==> config.mk <==
export PLATFORM = sky130hd
export DESIGN_NAME = pipe_stage_skid_flat
export DESIGN_NICKNAME = d
export VERILOG_FILES = /design/src/rtl/pipe_pkg.sv /design/src/rtl/pipe_stage_skid_if.sv /design/src/rtl/pipe_slot.sv /design/src/rtl/pipe_stage_skid.sv /design/src/flat_wrapper.sv
export SDC_FILE = /design/constraint.sdc
export NUM_CORES = 1
export LEC_CHECK = 0
export ABC_AREA = 1
export CORE_MARGIN = 3
export CORE_UTILIZATION = 25
export CTS_BUF_LIST = sky130_fd_sc_hd__clkbuf_8
export DETAILED_ROUTE_END_ITERATION = 16
export GPL_TIMING_DRIVEN = 0
export PLACE_DENSITY_LB_ADDON = 0.12
export SLEW_MARGIN = 20
export SYNTH_ARGS = -nofsm -noshare
export SYNTH_HDL_FRONTEND = slang
export SYNTH_HIERARCHICAL = 1
export SYNTH_SLANG_ARGS = --single-unit
==> constraint.sdc <==
create_clock -name clk -period 1.6 [get_ports clk]
set_input_delay 0.16 -clock clk [delete_from_list [all_inputs] [get_ports clk]]
set_output_delay 0.16 -clock clk [all_outputs]
set_load 0.005 [all_outputs]
==> src/rtl/pipe_pkg.sv <==
// rtl/pipe_pkg.sv - shared types and stage-boundary widths for elastic pipeline stages
//
// Purpose: occupancy encoding for the stage FSM, the NOP control word, and
// default control/payload widths for each processor stage boundary.
// Ports: none (package).
package pipe_pkg;

  // Occupancy doubles as the FSM state: the encoding is the entry count.
  typedef enum logic [1:0] {
    OCC_EMPTY = 2'd0,
    OCC_ONE   = 2'd1,
    OCC_FULL  = 2'd2
  } occ_e;

  // Widest control word any boundary uses; stages cast down to their own width.
  localparam int CTRL_MAX_W = 64;
  localparam logic [CTRL_MAX_W-1:0] CTRL_NOP = '0;

  localparam int ID_EXE_CTRL_W  = 17;
  localparam int ID_EXE_DATA_W  = 128;
  localparam int EXE_MEM_CTRL_W = 12;
  localparam int EXE_MEM_DATA_W = 96;
  localparam int MEM_WB_CTRL_W  = 8;
  localparam int MEM_WB_DATA_W  = 72;
  localparam int STALL_CNT_W    = 16;

endpackage

==> src/rtl/pipe_stage_skid_if.sv <==
// rtl/pipe_stage_skid_if.sv - valid/ready handshake bundle carrying control word and payload
//
// Purpose: one direction of a stage-to-stage link.
// Signals:
//   valid  producer offers ctrl/data
//   ready  consumer accepts this cycle
//   ctrl   control word (all-zero = NOP bubble)
//   data   packed payload
// Modports: master = producer side, slave = consumer side.
interface pipe_stage_skid_if #(
  parameter int CTRL_W = 17,
  parameter int DATA_W = 128
);

  logic              valid;
  logic              ready;
  logic [CTRL_W-1:0] ctrl;
  logic [DATA_W-1:0] data;

  modport master (
    output valid,
    output ctrl,
    output data,
    input  ready
  );

  modport slave (
    input  valid,
    input  ctrl,
    input  data,
    output ready
  );

endinterface

==> src/rtl/pipe_slot.sv <==
// rtl/pipe_slot.sv - one valid+ctrl+data holding register with load and clear
//
// Purpose: a single entry of the stage storage. Contents change only on
// load or clear; otherwise the entry is held untouched.
// Ports:
//   clk, rst          clock, synchronous active-high reset
//   clr               drop the entry (valid, ctrl, data all zeroed); wins over load
//   load              capture d_ctrl/d_data and mark valid
//   d_ctrl, d_data    incoming entry
//   q_valid, q_ctrl, q_data  held entry
module pipe_slot
  import pipe_pkg::*;
#(
  parameter int CTRL_W = 17,
  parameter int DATA_W = 128
) (
  input  logic              clk,
  input  logic              rst,
  input  logic              clr,
  input  logic              load,
  input  logic [CTRL_W-1:0] d_ctrl,
  input  logic [DATA_W-1:0] d_data,
  output logic              q_valid,
  output logic [CTRL_W-1:0] q_ctrl,
  output logic [DATA_W-1:0] q_data
);

  always_ff @(posedge clk) begin
    if (rst || clr) begin
      q_valid <= 1'b0;
      q_ctrl  <= CTRL_W'(CTRL_NOP);
      q_data  <= '0;
    end else if (load) begin
      q_valid <= 1'b1;
      q_ctrl  <= d_ctrl;
      q_data  <= d_data;
    end
  end

endmodule

==> src/rtl/pipe_stage_skid.sv <==
// rtl/pipe_stage_skid.sv - elastic pipeline stage register with 2-entry skid buffer
//
// Purpose: registered valid/ready stage between two processor stages.
// A main slot drives the outputs; a skid slot absorbs the one extra entry
// that can arrive while the registered upstream ready is still high.
// Ports:
//   clk, rst      clock, synchronous active-high reset
//   flush         squash held and incoming entries this cycle
//   up            upstream link (slave): valid/ctrl/data in, ready out (registered)
//   dn            downstream link (master): valid/ctrl/data out, ready in
//   o_occ         entries held (0, 1, 2)
//   o_stall_cnt   saturating count of cycles with dn.valid & !dn.ready
module pipe_stage_skid
  import pipe_pkg::*;
#(
  parameter int CTRL_W = ID_EXE_CTRL_W,
  parameter int DATA_W = ID_EXE_DATA_W,
  parameter int CNT_W  = STALL_CNT_W
) (
  input  logic                  clk,
  input  logic                  rst,
  input  logic                  flush,
  pipe_stage_skid_if.slave      up,
  pipe_stage_skid_if.master     dn,
  output logic [1:0]            o_occ,
  output logic [CNT_W-1:0]      o_stall_cnt
);

  occ_e state_q, state_d;
  logic ready_q;
  logic accept, drain;

  logic              main_valid, skid_valid;
  logic [CTRL_W-1:0] main_ctrl, skid_ctrl, main_d_ctrl;
  logic [DATA_W-1:0] main_data, skid_data, main_d_data;

  logic main_load, main_clr, main_from_skid;
  logic skid_load, skid_clr;

  logic [CNT_W-1:0] stall_q;

  assign accept = up.valid & ready_q;
  assign drain  = main_valid & dn.ready;

  // State register. Ready is computed from the next state so that it is a
  // flop output and is already low whenever the stage sits in FULL.
  always_ff @(posedge clk) begin
    if (rst) begin
      state_q <= OCC_EMPTY;
      ready_q <= 1'b1;
    end else begin
      state_q <= state_d;
      ready_q <= (state_d != OCC_FULL);
    end
  end

  // Next-state logic.
  always_comb begin
    state_d = state_q;
    if (flush) begin
      state_d = OCC_EMPTY;
    end else begin
      case (state_q)
        OCC_EMPTY: if (accept) state_d = OCC_ONE;
        OCC_ONE: begin
          if (accept && !drain)      state_d = OCC_FULL;
          else if (!accept && drain) state_d = OCC_EMPTY;
        end
        OCC_FULL: if (drain) state_d = OCC_ONE;
        default:  state_d = OCC_EMPTY;
      endcase
    end
  end

  // Slot control. Draining to empty clears the main slot so the outgoing
  // control word reads as a NOP whenever valid is low.
  always_comb begin
    main_load      = 1'b0;
    main_clr       = 1'b0;
    main_from_skid = 1'b0;
    skid_load      = 1'b0;
    skid_clr       = 1'b0;
    if (flush) begin
      main_clr = 1'b1;
      skid_clr = 1'b1;
    end else begin
      case (state_q)
        OCC_EMPTY: main_load = accept;
        OCC_ONE: begin
          if (accept && drain)       main_load = 1'b1;
          else if (accept && !drain) skid_load = 1'b1;
          else if (drain)            main_clr  = 1'b1;
        end
        OCC_FULL: begin
          if (drain) begin
            main_load      = skid_valid;
            main_from_skid = 1'b1;
            skid_clr       = 1'b1;
          end
        end
        default: begin
          main_clr = 1'b1;
          skid_clr = 1'b1;
        end
      endcase
    end
  end

  assign main_d_ctrl = main_from_skid ? skid_ctrl : up.ctrl;
  assign main_d_data = main_from_skid ? skid_data : up.data;

  pipe_slot #(.CTRL_W(CTRL_W), .DATA_W(DATA_W)) u_main (
    .clk     (clk),
    .rst     (rst),
    .clr     (main_clr),
    .load    (main_load),
    .d_ctrl  (main_d_ctrl),
    .d_data  (main_d_data),
    .q_valid (main_valid),
    .q_ctrl  (main_ctrl),
    .q_data  (main_data)
  );

  pipe_slot #(.CTRL_W(CTRL_W), .DATA_W(DATA_W)) u_skid (
    .clk     (clk),
    .rst     (rst),
    .clr     (skid_clr),
    .load    (skid_load),
    .d_ctrl  (up.ctrl),
    .d_data  (up.data),
    .q_valid (skid_valid),
    .q_ctrl  (skid_ctrl),
    .q_data  (skid_data)
  );

  // Stall counter survives flush; only reset clears it.
  always_ff @(posedge clk) begin
    if (rst) begin
      stall_q <= '0;
    end else if (main_valid && !dn.ready && (stall_q != {CNT_W{1'b1}})) begin
      stall_q <= stall_q + 1'b1;
    end
  end

  assign up.ready    = ready_q;
  assign dn.valid    = main_valid;
  assign dn.ctrl     = main_ctrl;
  assign dn.data     = main_data;
  assign o_occ       = state_q;
  assign o_stall_cnt = stall_q;

endmodule

==> src/flat_wrapper.sv <==
// flat-port wrapper written by rule: the top's interface ports become plain ports
module pipe_stage_skid_flat import pipe_pkg::*;
#(
  parameter int CTRL_W = ID_EXE_CTRL_W,
  parameter int DATA_W = ID_EXE_DATA_W,
  parameter int CNT_W  = STALL_CNT_W
)
  (clk, rst, flush, o_occ, o_stall_cnt, up_valid, up_ctrl, up_data, up_ready, dn_valid, dn_ctrl, dn_data, dn_ready);
  pipe_stage_skid_if #(.CTRL_W(CTRL_W), .DATA_W(DATA_W)) up_i ();
  pipe_stage_skid_if #(.CTRL_W(CTRL_W), .DATA_W(DATA_W)) dn_i ();
  input  logic clk;
  input  logic rst;
  input  logic flush;
  output logic [1:0] o_occ;
  output logic [CNT_W-1:0] o_stall_cnt;
  input wire logic [$bits(up_i.valid)-1:0] up_valid;
  input wire logic [$bits(up_i.ctrl)-1:0] up_ctrl;
  input wire logic [$bits(up_i.data)-1:0] up_data;
  output wire logic [$bits(up_i.ready)-1:0] up_ready;
  output wire logic [$bits(dn_i.valid)-1:0] dn_valid;
  output wire logic [$bits(dn_i.ctrl)-1:0] dn_ctrl;
  output wire logic [$bits(dn_i.data)-1:0] dn_data;
  input wire logic [$bits(dn_i.ready)-1:0] dn_ready;
  assign up_i.valid = up_valid;
  assign up_i.ctrl = up_ctrl;
  assign up_i.data = up_data;
  assign up_ready = up_i.ready;
  assign dn_valid = dn_i.valid;
  assign dn_ctrl = dn_i.ctrl;
  assign dn_data = dn_i.data;
  assign dn_i.ready = dn_ready;
  pipe_stage_skid #(.CTRL_W(CTRL_W), .DATA_W(DATA_W), .CNT_W(CNT_W)) u_core (.clk(clk), .rst(rst), .flush(flush), .up(up_i), .dn(dn_i), .o_occ(o_occ), .o_stall_cnt(o_stall_cnt));
endmodule
==> results.ini <==
[outcome]
status=finished with violations
violations=negative setup slack

[synthesis]
synth.net_count=2331
synth_top_cell_by_area=dfxtp_1
synth_area_leaders=dfxtp_1 41%, nand2_1 16%, nor2_1 15%, inv_1 7.7%, mux2_2 7.1%
ys_types=28
synth_edf_count=0
syn_area_um2=15000
synth_cells=2180
synth.top_cells.by_count=641 x nand2_1, 607 x nor2_1, 311 x dfxtp_1
yosysMostFrequentCell=nand2_1
seq_area_frac_synth_pct=41.4
yosysWarnings=6
syn_area_per_cell_um2=6.90
yosys.area.top_type_share_pct=41.4
async_reset_ff_share_pct=0
ys.flop_type=dfxtp_1
ys_ff_latch=311

[place]
gp_congestion=0.780
portBuffers=314
placed_cells=3267
dpl_cell_area_um2=19200
dpl.hpwl_um=35000
dpl_worst_slack_ps=-901

[global_route]
met2_usage_pct=26.8
grt_util_met1_pct=18.4
grt_max_degree=16
track_usage_pct=15.3
grt.busiest_layer=met2
met3_usage_pct=4.56
antenna_found_initial=8
grt_overflow=0
grt_pass1_vias=13400
grt_pass1_wl_um=75600

[floorplanning]
dieArea_um2=63200
rows=89
fp.dieW_um=251
start_util_pct=25.4
chipHeight_um=251
io_pins=315
core_area_um2=59200

[sta]
finalCritPeriodShare_pct=111
finalHoldViolations=0
drv_slew=0
worstMarginPinSlew_ps=548
setup_viol=156
timing.final.ws_setup_ps=-171
timing.fmax_ghz=0.565
min_period_ps=1770
skew_ps=28.9
tns_ps=-17010
relSlewSlack_pct=63.4
grt_setup_unrepaired=yes

[cells_and_area]
drive_gt1_share_pct=19.0
area_growth_pct=43.3
fillers=6393
seq_area_um2=6300
finalNetCount=2733
final_cells=3405
stdcell_area_um2=21600
multi_input_area_um2=7130

[worst_setup_path]
critPathCapture=u_core/u_main/q_data[21]
end_kind=flip-flop
r2r-end=u_core/u_main/q_data[21]
reg2reg_depth=12
crit_fanout=5
arrival_ps=2310
r2r-start=u_core/o_occ[0]
worstPathRequired_ps=2140
crit_path_start=u_core/o_occ[0]
slowest_stage=dfxtp_4
r2r_slack_ps=-170
path_class=reg -> reg
cp-start-kind=flip-flop
path_cells=inv_4 > nand2_4 > nor2_4 > nand2_2 > a31oi_4 > buf_12 > buf_8 > clkbuf_16 > buf_12 > nand2_4 > nand2_2 > nor2_1
critPathMaxStageDelay_ps=350

[drt]
routed_wl_um=50000
drtAntennaViolNets=0
drc=0
routed_via_density=4.03
drt_iter0_drc=470
wire_per_inst_um=14.7
drt-pass1-iter-count=7
vias=13700

[power]
power_density_nw_per_um2=837
leakage_uw=0.0103
ir_drop_uv=523
power_uw=18100

[flow_run]
max_cap_violations=0

[cts]
root_buffer=clkbuf_8
cts_sinks=311
cts_tree=built
insertion_delay_ps=650
htreeDepth=2
clock_path_buffers=3
cts_buffers=59
clk_pin_slew_worst_paths_ps=60

[hold_path]
hp-class=in -> reg

what timing repair did:
item	CTS	global route
endpoints found under the setup margin	470	309
pin swaps	22	28
buffers inserted	11	4
hold buffers	0	0
gates cloned	6	7
resized for setup	397	125
final cells by class:
cell class / count / area share, %
Multi-Input combinational cell: 1449 / 33.1
Timing Repair Buffer: 340 / 15.8
Buffer: 114 / 6.68
Clock buffer: 74 / 4.72
Antenna cell: 4 / 0.0464
Clock inverter: 33 / 0.638
Inverter: 307 / 5.36
Sequential cell: 311 / 29.2
Tap cell: 773 / 4.49
state kept, by name, summed over array words and instances (netlist names):
name and cells:
u_core/u_main/q_valid 1, u_core/u_main/q_ctrl 17, u_core/u_main/q_data 128, u_core/u_skid/q_ctrl 17
u_core/u_skid/q_valid 1, u_core/u_skid/q_data 128, u_core/o_occ 2, u_core/up.ready 1
u_core/o_stall_cnt 16
through the flow:
step / hold slack, ps / util, %
finish: 133 / 36.4
global route: 109 / 36.4
CTS: 61.9 / 35.4
detailed placement: 462 / 32.3
global placement: 454 / 32.3
floorplan: 229 / -
worst max-delay path: cells and delay by family (launching register included):
kind | cells | cell delay, ps
buffers and inverters | 5 | 650
AND/OR/NAND/NOR | 6 | 480
AO/OA/AOI/OAI | 1 | 170
flip-flops | 1 | 350
power by group:
group,total (uW),switching (uW),internal (uW)
Combinational,2400,1130,1270
Clock,7660,3540,4130
Sequential,7990,87.9,7900
cells in the final DEF, fill, tap and decap left out, types with 15 or more instances in the layout:
master | synthesis | layout
mux2_4 | 50 | 50
inv_1 | 307 | 300
dfxtp_1 | 311 | 278
buf_4 | 6 | 16
buf_8 | 0 | 15
dfxtp_2 | 0 | 21
nand2_2 | 1 | 41
dlygate4sd2_1 | 0 | 162
clkbuf_8 | 0 | 74
inv_2 | 0 | 34
nor2_1 | 607 | 601
mux2_2 | 95 | 95
buf_12 | 0 | 23
clkdlybuf4s50_1 | 0 | 149
nand2_1 | 641 | 589
buf_6 | 38 | 65
routing by layer:
metal	part of all wire (%)	wire, um
met3	6.1	3040
met5	0.11	53
met2	49	24300
met4	1.6	800
met1	44	21800
how the worst min path moves through the flow:
stage,start,end,slack (ps),cells past startpoint
floorplan,rst,u_core/o_stall_cnt[5],230,1
global placement,u_core/u_skid/q_ctrl[12],u_core/u_skid/q_ctrl[12],450,2
detailed placement,u_core/u_skid/q_data[50],u_core/u_skid/q_data[50],460,2
CTS,up_ctrl[16],u_core/u_skid/q_ctrl[16],60,5
global route,up_ctrl[12],u_core/u_skid/q_ctrl[12],110,5
finish,up_data[20],u_core/u_skid/q_data[20],130,5
cells by family after synthesis:
family          count (synthesis)  share of synthesized area [%]
simple gates                 1273                           32.1
xor+xnor                        6                          0.349
mux                           145                           12.1
buf+inv                       421                           13.1
fa+ha+maj                       1                         0.0831
flops                         311                           41.4
compound gates                 23                          0.840
Note: power is estimated with default switching activity, not from simulation.
